## src/rtl/muldiv_seq.sv

```systemverilog
// muldiv_seq: iterative RV32M multiply/divide sequencer.
// A radix-2 shift-add multiplier and a restoring divider work on operand
// magnitudes for XLEN cycles. The sign fix-up and output select are applied in FIN.
// Divide-by-zero and signed overflow skip the iteration loop entirely.
//
// Handshake: start is sampled only while IDLE, together with op/a/b. busy is
// high from the edge that accepts start until the edge that raises valid.
// valid is a one-cycle strobe, and result holds until the next valid. flush
// returns to IDLE on the next edge without a valid, and flush wins over start.
module muldiv_seq #(
    parameter int XLEN = 32
) (
    input  logic            clk,
    input  logic            rst_n,
    input  logic            start,
    input  logic [2:0]      op,
    input  logic [XLEN-1:0] a,
    input  logic [XLEN-1:0] b,
    input  logic            flush,
    output logic            busy,
    output logic            valid,
    output logic [XLEN-1:0] result,
    output logic [1:0]      dbg_state
);

    localparam int CW = $clog2(XLEN);
    localparam logic [1:0] S_IDLE = 2'd0;
    localparam logic [1:0] S_CALC = 2'd1;
    localparam logic [1:0] S_FIN  = 2'd2;
    localparam logic [CW-1:0] CNT_LAST = CW'(XLEN - 1);
    localparam logic [XLEN-1:0] MIN_NEG = {1'b1, {(XLEN-1){1'b0}}};

    localparam logic [2:0] OP_MUL    = 3'b000;
    localparam logic [2:0] OP_MULH   = 3'b001;
    localparam logic [2:0] OP_MULHSU = 3'b010;
    localparam logic [2:0] OP_DIV    = 3'b100;
    localparam logic [2:0] OP_REM    = 3'b110;

    logic [1:0]        state_q, state_d;
    logic [CW-1:0]     cnt_q, cnt_d;
    logic [2:0]        op_q, op_d;
    logic              neg_a_q, neg_a_d;
    logic              neg_b_q, neg_b_d;
    logic              special_q, special_d;
    logic [XLEN-1:0]   opnd_q, opnd_d;
    logic [2*XLEN-1:0] acc_q, acc_d;
    logic              valid_q, valid_d;
    logic [XLEN-1:0]   result_q, result_d;

    // Start-time decode: signedness, magnitudes and special-case detection.
    logic            sgn_a_in, sgn_b_in, div_zero, div_ovf;
    logic [XLEN-1:0] abs_a, abs_b;
    always_comb begin
        sgn_a_in = (op == OP_MULH || op == OP_MULHSU || op == OP_DIV || op == OP_REM) && a[XLEN-1];
        sgn_b_in = (op == OP_MULH || op == OP_DIV || op == OP_REM) && b[XLEN-1];
        abs_a    = sgn_a_in ? -a : a;
        abs_b    = sgn_b_in ? -b : b;
        div_zero = op[2] && (b == '0);
        div_ovf  = (op == OP_DIV || op == OP_REM) && (a == MIN_NEG) && (b == '1);
    end

    // One iteration step: shift-add for multiply, shift-subtract for divide.
    // The accumulator holds {high partial, remaining multiplier bits} or {remainder, dividend/quotient bits}.
    logic [XLEN:0]     mul_sum;
    logic [2*XLEN-1:0] mul_next;
    logic [2*XLEN:0]   div_sh;
    logic [XLEN:0]     div_try;
    logic [2*XLEN-1:0] div_next;
    always_comb begin
        mul_sum  = {1'b0, acc_q[2*XLEN-1:XLEN]} + {1'b0, opnd_q};
        mul_next = acc_q[0] ? {mul_sum, acc_q[XLEN-1:1]}
                            : {1'b0, acc_q[2*XLEN-1:XLEN], acc_q[XLEN-1:1]};
        div_sh   = {acc_q, 1'b0};
        div_try  = div_sh[2*XLEN:XLEN] - {1'b0, opnd_q};
        div_next = div_try[XLEN] ? div_sh[2*XLEN-1:0]
                                 : {div_try[XLEN-1:0], div_sh[XLEN-1:1], 1'b1};
    end

    // Sign fix-up and output select applied in FIN.
    logic [2*XLEN-1:0] prod_fix;
    logic [XLEN-1:0]   quo_fix, rem_fix, fin_result;
    always_comb begin
        prod_fix = (neg_a_q ^ neg_b_q) ? -acc_q : acc_q;
        quo_fix  = (neg_a_q ^ neg_b_q) ? -acc_q[XLEN-1:0] : acc_q[XLEN-1:0];
        rem_fix  = neg_a_q ? -acc_q[2*XLEN-1:XLEN] : acc_q[2*XLEN-1:XLEN];
        if (special_q) begin
            fin_result = acc_q[XLEN-1:0];
        end else if (op_q == OP_MUL) begin
            fin_result = prod_fix[XLEN-1:0];
        end else if (!op_q[2]) begin
            fin_result = prod_fix[2*XLEN-1:XLEN];
        end else if (!op_q[1]) begin
            fin_result = quo_fix;
        end else begin
            fin_result = rem_fix;
        end
    end

    // Next-state logic for the IDLE/CALC/FIN sequencer.
    always_comb begin
        state_d   = state_q;
        cnt_d     = cnt_q;
        op_d      = op_q;
        neg_a_d   = neg_a_q;
        neg_b_d   = neg_b_q;
        special_d = special_q;
        opnd_d    = opnd_q;
        acc_d     = acc_q;
        valid_d   = 1'b0;
        result_d  = result_q;
        if (flush) begin
            state_d = S_IDLE;
        end else begin
            case (state_q)
                S_IDLE: begin
                    if (start) begin
                        op_d      = op;
                        neg_a_d   = sgn_a_in;
                        neg_b_d   = sgn_b_in;
                        cnt_d     = '0;
                        special_d = div_zero || div_ovf;
                        opnd_d    = op[2] ? abs_b : abs_a;
                        if (div_zero) begin
                            acc_d   = {{XLEN{1'b0}}, (op[1] ? a : {XLEN{1'b1}})};
                            state_d = S_FIN;
                        end else if (div_ovf) begin
                            acc_d   = {{XLEN{1'b0}}, (op[1] ? {XLEN{1'b0}} : MIN_NEG)};
                            state_d = S_FIN;
                        end else begin
                            acc_d   = {{XLEN{1'b0}}, (op[2] ? abs_a : abs_b)};
                            state_d = S_CALC;
                        end
                    end
                end
                S_CALC: begin
                    acc_d = op_q[2] ? div_next : mul_next;
                    if (cnt_q == CNT_LAST) begin
                        state_d = S_FIN;
                    end else begin
                        cnt_d = cnt_q + 1'b1;
                    end
                end
                S_FIN: begin
                    valid_d  = 1'b1;
                    result_d = fin_result;
                    state_d  = S_IDLE;
                end
                default: state_d = S_IDLE;
            endcase
        end
    end

    // State and datapath registers; asynchronous reset aborts any operation.
    always_ff @(posedge clk or negedge rst_n) begin
        if (!rst_n) begin
            state_q   <= S_IDLE;
            cnt_q     <= '0;
            op_q      <= '0;
            neg_a_q   <= 1'b0;
            neg_b_q   <= 1'b0;
            special_q <= 1'b0;
            opnd_q    <= '0;
            acc_q     <= '0;
            valid_q   <= 1'b0;
            result_q  <= '0;
        end else begin
            state_q   <= state_d;
            cnt_q     <= cnt_d;
            op_q      <= op_d;
            neg_a_q   <= neg_a_d;
            neg_b_q   <= neg_b_d;
            special_q <= special_d;
            opnd_q    <= opnd_d;
            acc_q     <= acc_d;
            valid_q   <= valid_d;
            result_q  <= result_d;
        end
    end

    assign busy      = (state_q != S_IDLE);
    assign valid     = valid_q;
    assign result    = result_q;
    assign dbg_state = state_q;

endmodule

```

## config.mk

```make
export PLATFORM = sky130hd
export DESIGN_NAME = muldiv_seq
export DESIGN_NICKNAME = d
export VERILOG_FILES = /design/src/rtl/muldiv_seq.sv
export SDC_FILE = /design/constraint.sdc
export NUM_CORES = 1
export LEC_CHECK = 0
export ABC_CLOCK_PERIOD_IN_PS = 8100
export BUFFER_PORTS_ARGS = -buffer_cell sky130_fd_sc_hd__buf_4
export CAP_MARGIN = 25
export CELL_PAD_IN_SITES_DETAIL_PLACEMENT = 0
export CELL_PAD_IN_SITES_GLOBAL_PLACEMENT = 1
export CORE_UTILIZATION = 50
export CTS_CLUSTER_SIZE = 24
export DETAILED_ROUTE_END_ITERATION = 8
export GPL_ROUTABILITY_DRIVEN = 0
export HOLD_SLACK_MARGIN = 0.1
export PLACE_DENSITY = 0.86
export SYNTH_ARGS = -nofsm -noshare
export SYNTH_HDL_FRONTEND = slang
export SYNTH_SLANG_ARGS = --single-unit
```

## constraint.sdc

```tcl
create_clock -name clk -period 8.1 [get_ports clk]
set_clock_uncertainty 0.1 [all_clocks]
set_input_delay 0.81 -clock clk [delete_from_list [all_inputs] [get_ports clk]]
set_output_delay 0.81 -clock clk [all_outputs]
set_load 0.01 [all_outputs]
```

==> impl_metrics.tcl, run 1 <==
set metrics [dict create \
    insertion_delay_ns 0.43 \
    grt_usage_pct 35.4 \
    dp_hpwl_um 42400 \
    arrival_ns 4.57 \
    max_slew_margin_pct 28.1 \
    synth_edf_count 0 \
    critPathKind "register to register" \
    crit_slowest_cell "buf_4" \
    syn-cell-area_mm2 0.0155 \
    max_freq_ghz 0.229 \
    drt-vias-per-instance 6.57 \
    worst_pin_slew_ns 1.05 \
    drv_cap 0 \
    synth_cells 2083 \
    stdcell_count 2483 \
    synth_area_leaders "dfrtp_1 (23%), o21ai_0 (6.4%), a21oi_1 (6.4%)" \
    power_leakage_nw 7.39 \
    finalHoldViolCount 0 \
    yosysMostFrequentCell "nand2_1" \
    synth_top_area_cell "dfrtp_1" \
    setup_violations 0 \
    vdd_drop_max_v 0.000192 \
    crit_fanout 39 \
    end_kind "register" \
    drc 0 \
    p_per_area_mw_per_mm2 451 \
    drtPass1Iterations 6 \
    routedWlPerCell_um 22.7 \
    fin_crit_sh_pct 54.0 \
    die_w_um 178 \
    crit_required_ns 8.30 \
    core_mm2 0.0306 \
    antenna_found_initial 2 \
    root_buffer "clkbuf_16" \
    ys_warn_count 0 \
    ys_types 95 \
    ctsResizeCount 0 \
    start_util_pct 50.8 \
    cts_made_buffers 17 \
    grt_pass1_wl_um 86100 \
    fin_crit_ns 4.37 \
    slowest_delay_ns 0.49 \
    area_growth_syn_to_layout_pct 9.30 \
    yosysSeqAreaShare_pct 22.9 \
    synth_nets 2227 \
    fp.dieH_um 178 \
    drt_iter0_drc 2081 \
    clockBufferDepth 2 \
    outcome "finished clean" \
    grt_pass1_vias 14700 \
    die-area_mm2 0.0318 \
    gr-total-overflow 0 \
    routed_wl_um 56300 \
    slew_violations 0 \
    ys_ff_latch 142 \
    fp-row-count 64 \
    synth.top_cells.by_count "nand2_1 (224), o21ai_0 (200), a21oi_1 (199)" \
    critPathLaunchType "register" \
    grt_max_degree 83 \
    io_buffer_count 106 \
    h-tree-depth 4 \
    io_pins 107 \
    drtAntennaViolNets 0 \
    synth-async-reset-ratio_pct 100 \
    synth_top_area_share_pct 22.9 \
    cts.sinks 142 \
    fin_nets 2216 \
    post-cts-setup-buffers 0 \
    hold_buffers 0 \
    rsz0062_at_grt "false" \
    tns_ns 0 \
    path_clk_slew_ns 0.06 \
    crit_chain "inv_1 -> ha_1 -> fa_1 -> nor2b_1 -> o31ai_2 -> a211oi_2 -> a21bo_2 -> a2bb2oi_4 -> a31oi_1 -> xnor2_2 -> buf_4 -> mux2_2 -> a222oi_1 -> o21ai_0" \
    syn_area_per_cell_um2 7.46 \
    via_count 16300 \
    ys.flop_type "dfrtp_1" \
    worstHoldPathType "primary input to asynchronous set/reset pin" \
    place_inst 2447 \
    tritoncts "built" \
    drive_gt1_share_pct 10.3 \
]
==> critical path, delay by kind of cell (launching register included) <==
family / cells / cell delay (ns)
and+or+nand+nor: 1 / 0.23
AOI/OAI and AO/OA: 7 / 1.54
DFF: 1 / 0.48
muxes: 1 / 0.41
adders and majority gates: 2 / 0.65
xor gates and xnor gates: 1 / 0.15
buffers and inverters: 2 / 0.63
==> area by class of cell <==
class / count / area [um2]
Antenna cell: 2 / 5.00
Clock inverter: 10 / 111
Sequential cell: 142 / 3550
Multi-Input combinational cell: 1711 / 11100
Clock buffer: 22 / 474
Tap cell: 396 / 495
Fill cell: 3000 / 13600
Timing Repair Buffer: 130 / 990
Inverter: 70 / 263
==> power by group <==
part | leakage, nW | switching (mW) | internal, mW
Clock | 0.282 | 0.324 | 0.477
Sequential | 1.81 | 0.664 | 1.01
Combinational | 5.31 | 3.13 | 2.06
Total | 7.39 | 4.11 | 3.55
==> path summary, 6_finish.rpt <==
path                        endpoint      start  slack, ns  depth (start not counted)
setup / recovery           acc_q[52]  acc_q[31]       3.73                         14
hold / removal             acc_q[59]      rst_n       0.32                          1
setup reg to reg           acc_q[52]  acc_q[31]       3.73                         14
hold reg to reg            result[1]  result[1]       0.38                          1
max in group asynchronous    op_q[2]      rst_n       6.07                          2
min in group clk           result[1]  result[1]       0.38                          1
==> placed cells by master, fill, tap and decap left out, types with 68 or more instances in the layout <==
cell and n:
a21oi_1 199, nor2_1 169, nand2_1 224, mux2i_1 78, ha_1 71, o21ai_0 200
xnor2_1 84, inv_1 68, xor2_1 81, buf_4 127, dfrtp_1 141
==> logic make-up (layout without fill, tap and decap cells) <==
| logic type | count (synthesis) | after routing | synth area share, % |
|---|---|---|---|
| buffers and inverters | 230 | 232 | 5.92 |
| XOR/XNOR | 166 | 166 | 9.35 |
| AND/OR/NAND/NOR | 662 | 662 | 20.8 |
| other | 0 | 2 | 0 |
| AO/OA/AOI/OAI | 721 | 721 | 29.3 |
| multiplexers | 89 | 89 | 5.84 |
| flip-flops | 142 | 142 | 22.9 |
| adder cells (fa/ha/maj) | 73 | 73 | 5.97 |
==> stage by stage <==
| step | hold WS (ns) | power (mW) | setup slack [ns] | utilization (%) | cell area, um2 |
|---|---|---|---|---|---|
| final | 0.322 | 7.66 | 3.73 | 55.5 | 17000 |
| after detailed placement | 0.367 | 6.68 | 3.57 | 53.5 | 16400 |
| after CTS | 0.353 | 7.51 | 3.81 | 55.4 | 17000 |
| after floorplan | 0.372 | 5.27 | 4.73 | - | 15500 |
| after global placement | 0.353 | 6.61 | 3.62 | 53.5 | 16400 |
| after global routing | 0.374 | 8.21 | 3.49 | 55.5 | 17000 |
==> registers in the layout, summed over array words and instances (netlist names) <==
signal	count
valid	1
neg_b_q	1
result	32
neg_a_q	1
op_q	3
opnd_q	32
acc_q	64
dbg_state	2
special_q	1
cnt_q	5
==> layer usage <==
layer  GRT usage [%]  vias to the layer above  wire (um)
li1                -                     7587          -
met1            50.8                     7700      24500
met2            51.6                      891      24000
met3            5.22                      134       5140
met4            16.9                        0       2590
met5               0                        -          0
(Power assumes the default switching activity.)
==> run 2: changes to the inputs <==
Settings changed: ABC_AREA set to 1, ABC_CLOCK_PERIOD_IN_PS 8100 to 3700, CORE_UTILIZATION 50 to 39, PLACE_DENSITY 0.86 to 0.77.
Clock period 8.1 ns to 3.7 ns, I/O delays scaled along.
==> impl_metrics.tcl, run 2 <==
set metrics [dict create \
    outcome "finished clean" \
    slowest_delay_ns 0.48 \
    cpMostUsedCell "nand2_1" \
    ys_types 52 \
    synth-async-reset-ratio_pct 100 \
    gr-total-overflow 0 \
    io_buffer_count 106 \
    syn_area_per_cell_um2 5.51 \
    grt_max_degree 70 \
    worstHoldPathType "primary input to register" \
    worst_pin_slew_ns 0.972 \
    swShare_pct 60.3 \
    start_util_pct 39.8 \
    area_growth_syn_to_layout_pct 10.3 \
    synth_area_leaders "nand2_1 (24%), dfrtp_1 (19%), nand3_1 (9.0%)" \
    largest_register_ffs 64 \
    antenna_found_initial 0 \
    end_kind "register" \
    slew_violations 0 \
    yosysSeqAreaShare_pct 19.1 \
    clockBufferDepth 2 \
    routed_wl_um 81300 \
    ys_ff_latch 142 \
    yosysMostFrequentCell "nand2_1" \
    max_slew_margin_pct 35.1 \
    die-area_mm2 0.0487 \
    drv_cap 0 \
    drt-vias-per-instance 5.71 \
    h-tree-depth 4 \
    grt_usage_pct 33.3 \
    drive_gt1_share_pct 7.35 \
    fp.dieH_um 221 \
    layout_setup_ws_ns 0.633 \
    share_comb_of_total_power_pct 72.2 \
    cts.sinks 142 \
    max_flop_register "acc_q" \
    tritoncts "built" \
    drt_iter0_drc 2502 \
    crit_required_ns 3.96 \
    synth_edf_count 0 \
    critPathLaunchType "register" \
    p_int_mw 7.51 \
    setup_violations 0 \
    crit_chain "inv_1 -> fa_1 -> nand3b_1 -> nand2_1 -> nand2_1 -> nand2_1 -> nand2_1 -> nand2_2 -> nand2_2 -> nand3_2 -> nand2_4 -> o21ai_0 -> nand2_1" \
    crit_buf_inv 1 \
    drc 0 \
    cts_made_buffers 17 \
    p_per_area_mw_per_mm2 919 \
    root_buffer "clkbuf_16" \
    routedWlPerCell_um 20.1 \
    p_sw_mw 11.4 \
    fin_nets 3571 \
    ctsResizeCount 0 \
    io_pins 107 \
    max_freq_ghz 0.326 \
    crit_fanout 33 \
    drtPass1Iterations 6 \
    via_count 23100 \
    path_delay_family "simple AND/OR/NAND/NOR gates" \
    r2r-start "acc_q[32]" \
    mostFrequentLayoutCell "nand2_1" \
    fp-row-count 79 \
    min_from "op[1]" \
    dp_hpwl_um 64300 \
    startpoint "acc_q[32]" \
    grt_pass1_wl_um 123000 \
    layout_common_cells "nand2_1 (1200), inv_1 (393), nand3_1 (335), nor2_1 (334), a21oi_1 (287)" \
    grt_pass1_vias 20900 \
    insertion_delay_ns 0.48 \
    synth_top_area_share_pct 24.2 \
    synth_top_area_cell "nand2_1" \
    drtAntennaViolNets 0 \
    vdd_drop_max_v 0.000419 \
    core_mm2 0.0469 \
    fin_crit_sh_pct 82.9 \
    seqPwrFrac_pct 18.0 \
    dpl_worst_slack_ns 0.674 \
    tns_ns 0 \
    arrival_ns 3.33 \
    crit_slowest_cell "dfrtp_1" \
    path_clk_slew_ns 0.07 \
    synth.top_cells.by_count "nand2_1 (1200), inv_1 (393), nand3_1 (335)" \
    finalHoldViolCount 0 \
    ys_warn_count 0 \
    critPathKind "register to register" \
    final_util_pct 43.9 \
    synth_cells 3383 \
    rsz0062_at_grt "false" \
    fin_crit_ns 3.07 \
    antenna-diode-count 0 \
    die_w_um 221 \
    power_leakage_nw 10.9 \
    synth_nets 3527 \
    ys.flop_type "dfrtp_1" \
    syn-cell-area_mm2 0.0186 \
    pwr-share-clk_pct 9.7 \
]
-- run 2: kinds of logic (layout without fill, tap and decap cells) --
logic type,after synthesis,after routing,synth area share [%]
flip-flops,142,142,19.1
AO/OA/AOI/OAI,564,564,16.5
AND/OR/NAND/NOR,2004,2004,44.8
XOR/XNOR,67,67,3.15
buffers and inverters,533,590,11.5
adder cells (fa/ha/maj),73,73,4.98
-- run 2: power by group through the flow --
stage	clock [mW]	sequential (mW)	combinational [mW]
floorplan	0	2.83	9.64
global placement	0	3.36	13.1
detailed placement	0	3.39	13.2
CTS	1.85	3.36	13.3
global route	1.90	3.47	15.1
finish	1.84	3.41	13.7
-- run 2: layout make-up --
| class | count | area [um2] |
|---|---|---|
| clock buffers | 20 | 457 |
| clock inverters | 12 | 125 |
| fillers | 5274 | 26300 |
| inverters | 409 | 1540 |
| multi-input cells | 2708 | 13000 |
| flip-flops and latches | 142 | 3560 |
| well taps | 607 | 759 |
| repair buffers | 149 | 1170 |
-- run 2: path summary, 6_finish.rpt --
kind	endpoint	slack [ns]	depth (start not counted)
min reg2reg	result[1]	0.38	2
min	op_q[1]	0.15	3
max reg2reg	acc_q[0]	0.63	13
min in group asynchronous	result[31]	0.21	2
max in group asynchronous	op_q[2]	2.58	3
max	acc_q[0]	0.63	13
-- run 2: worst min-delay path: stages --
cell and delay [ns]:
buf_4 0.15, nand2_1 0.10, o21ai_0 0.07
-- run 2: metal layers --
layer	up-vias	track usage, %	wire length, um
met5	-	0	0
met4	0	16.6	4100
li1	11000	-	-
met1	10700	44.8	34600
met2	1169	50.6	34800
met3	206	6.69	7850
-- run 2: stage by stage --
stage | cells | power (mW) | hold WS [ns] | instance area, um2
CTS | 4046 | 18.5 | 0.129 | 20500
finish | 4047 | 18.9 | 0.150 | 20600
global placement | 4012 | 16.5 | 0.142 | 19900
detailed placement | 4012 | 16.6 | 0.144 | 19900
global route | 4047 | 20.5 | 0.159 | 20600
floorplan | 3383 | 12.5 | -0.0256 | 18600
-- run 2: repair_timing --
action	in CTS	in global routing
buffers inserted	0	0
hold buffers	2	0
hold endpoints to repair	143	0
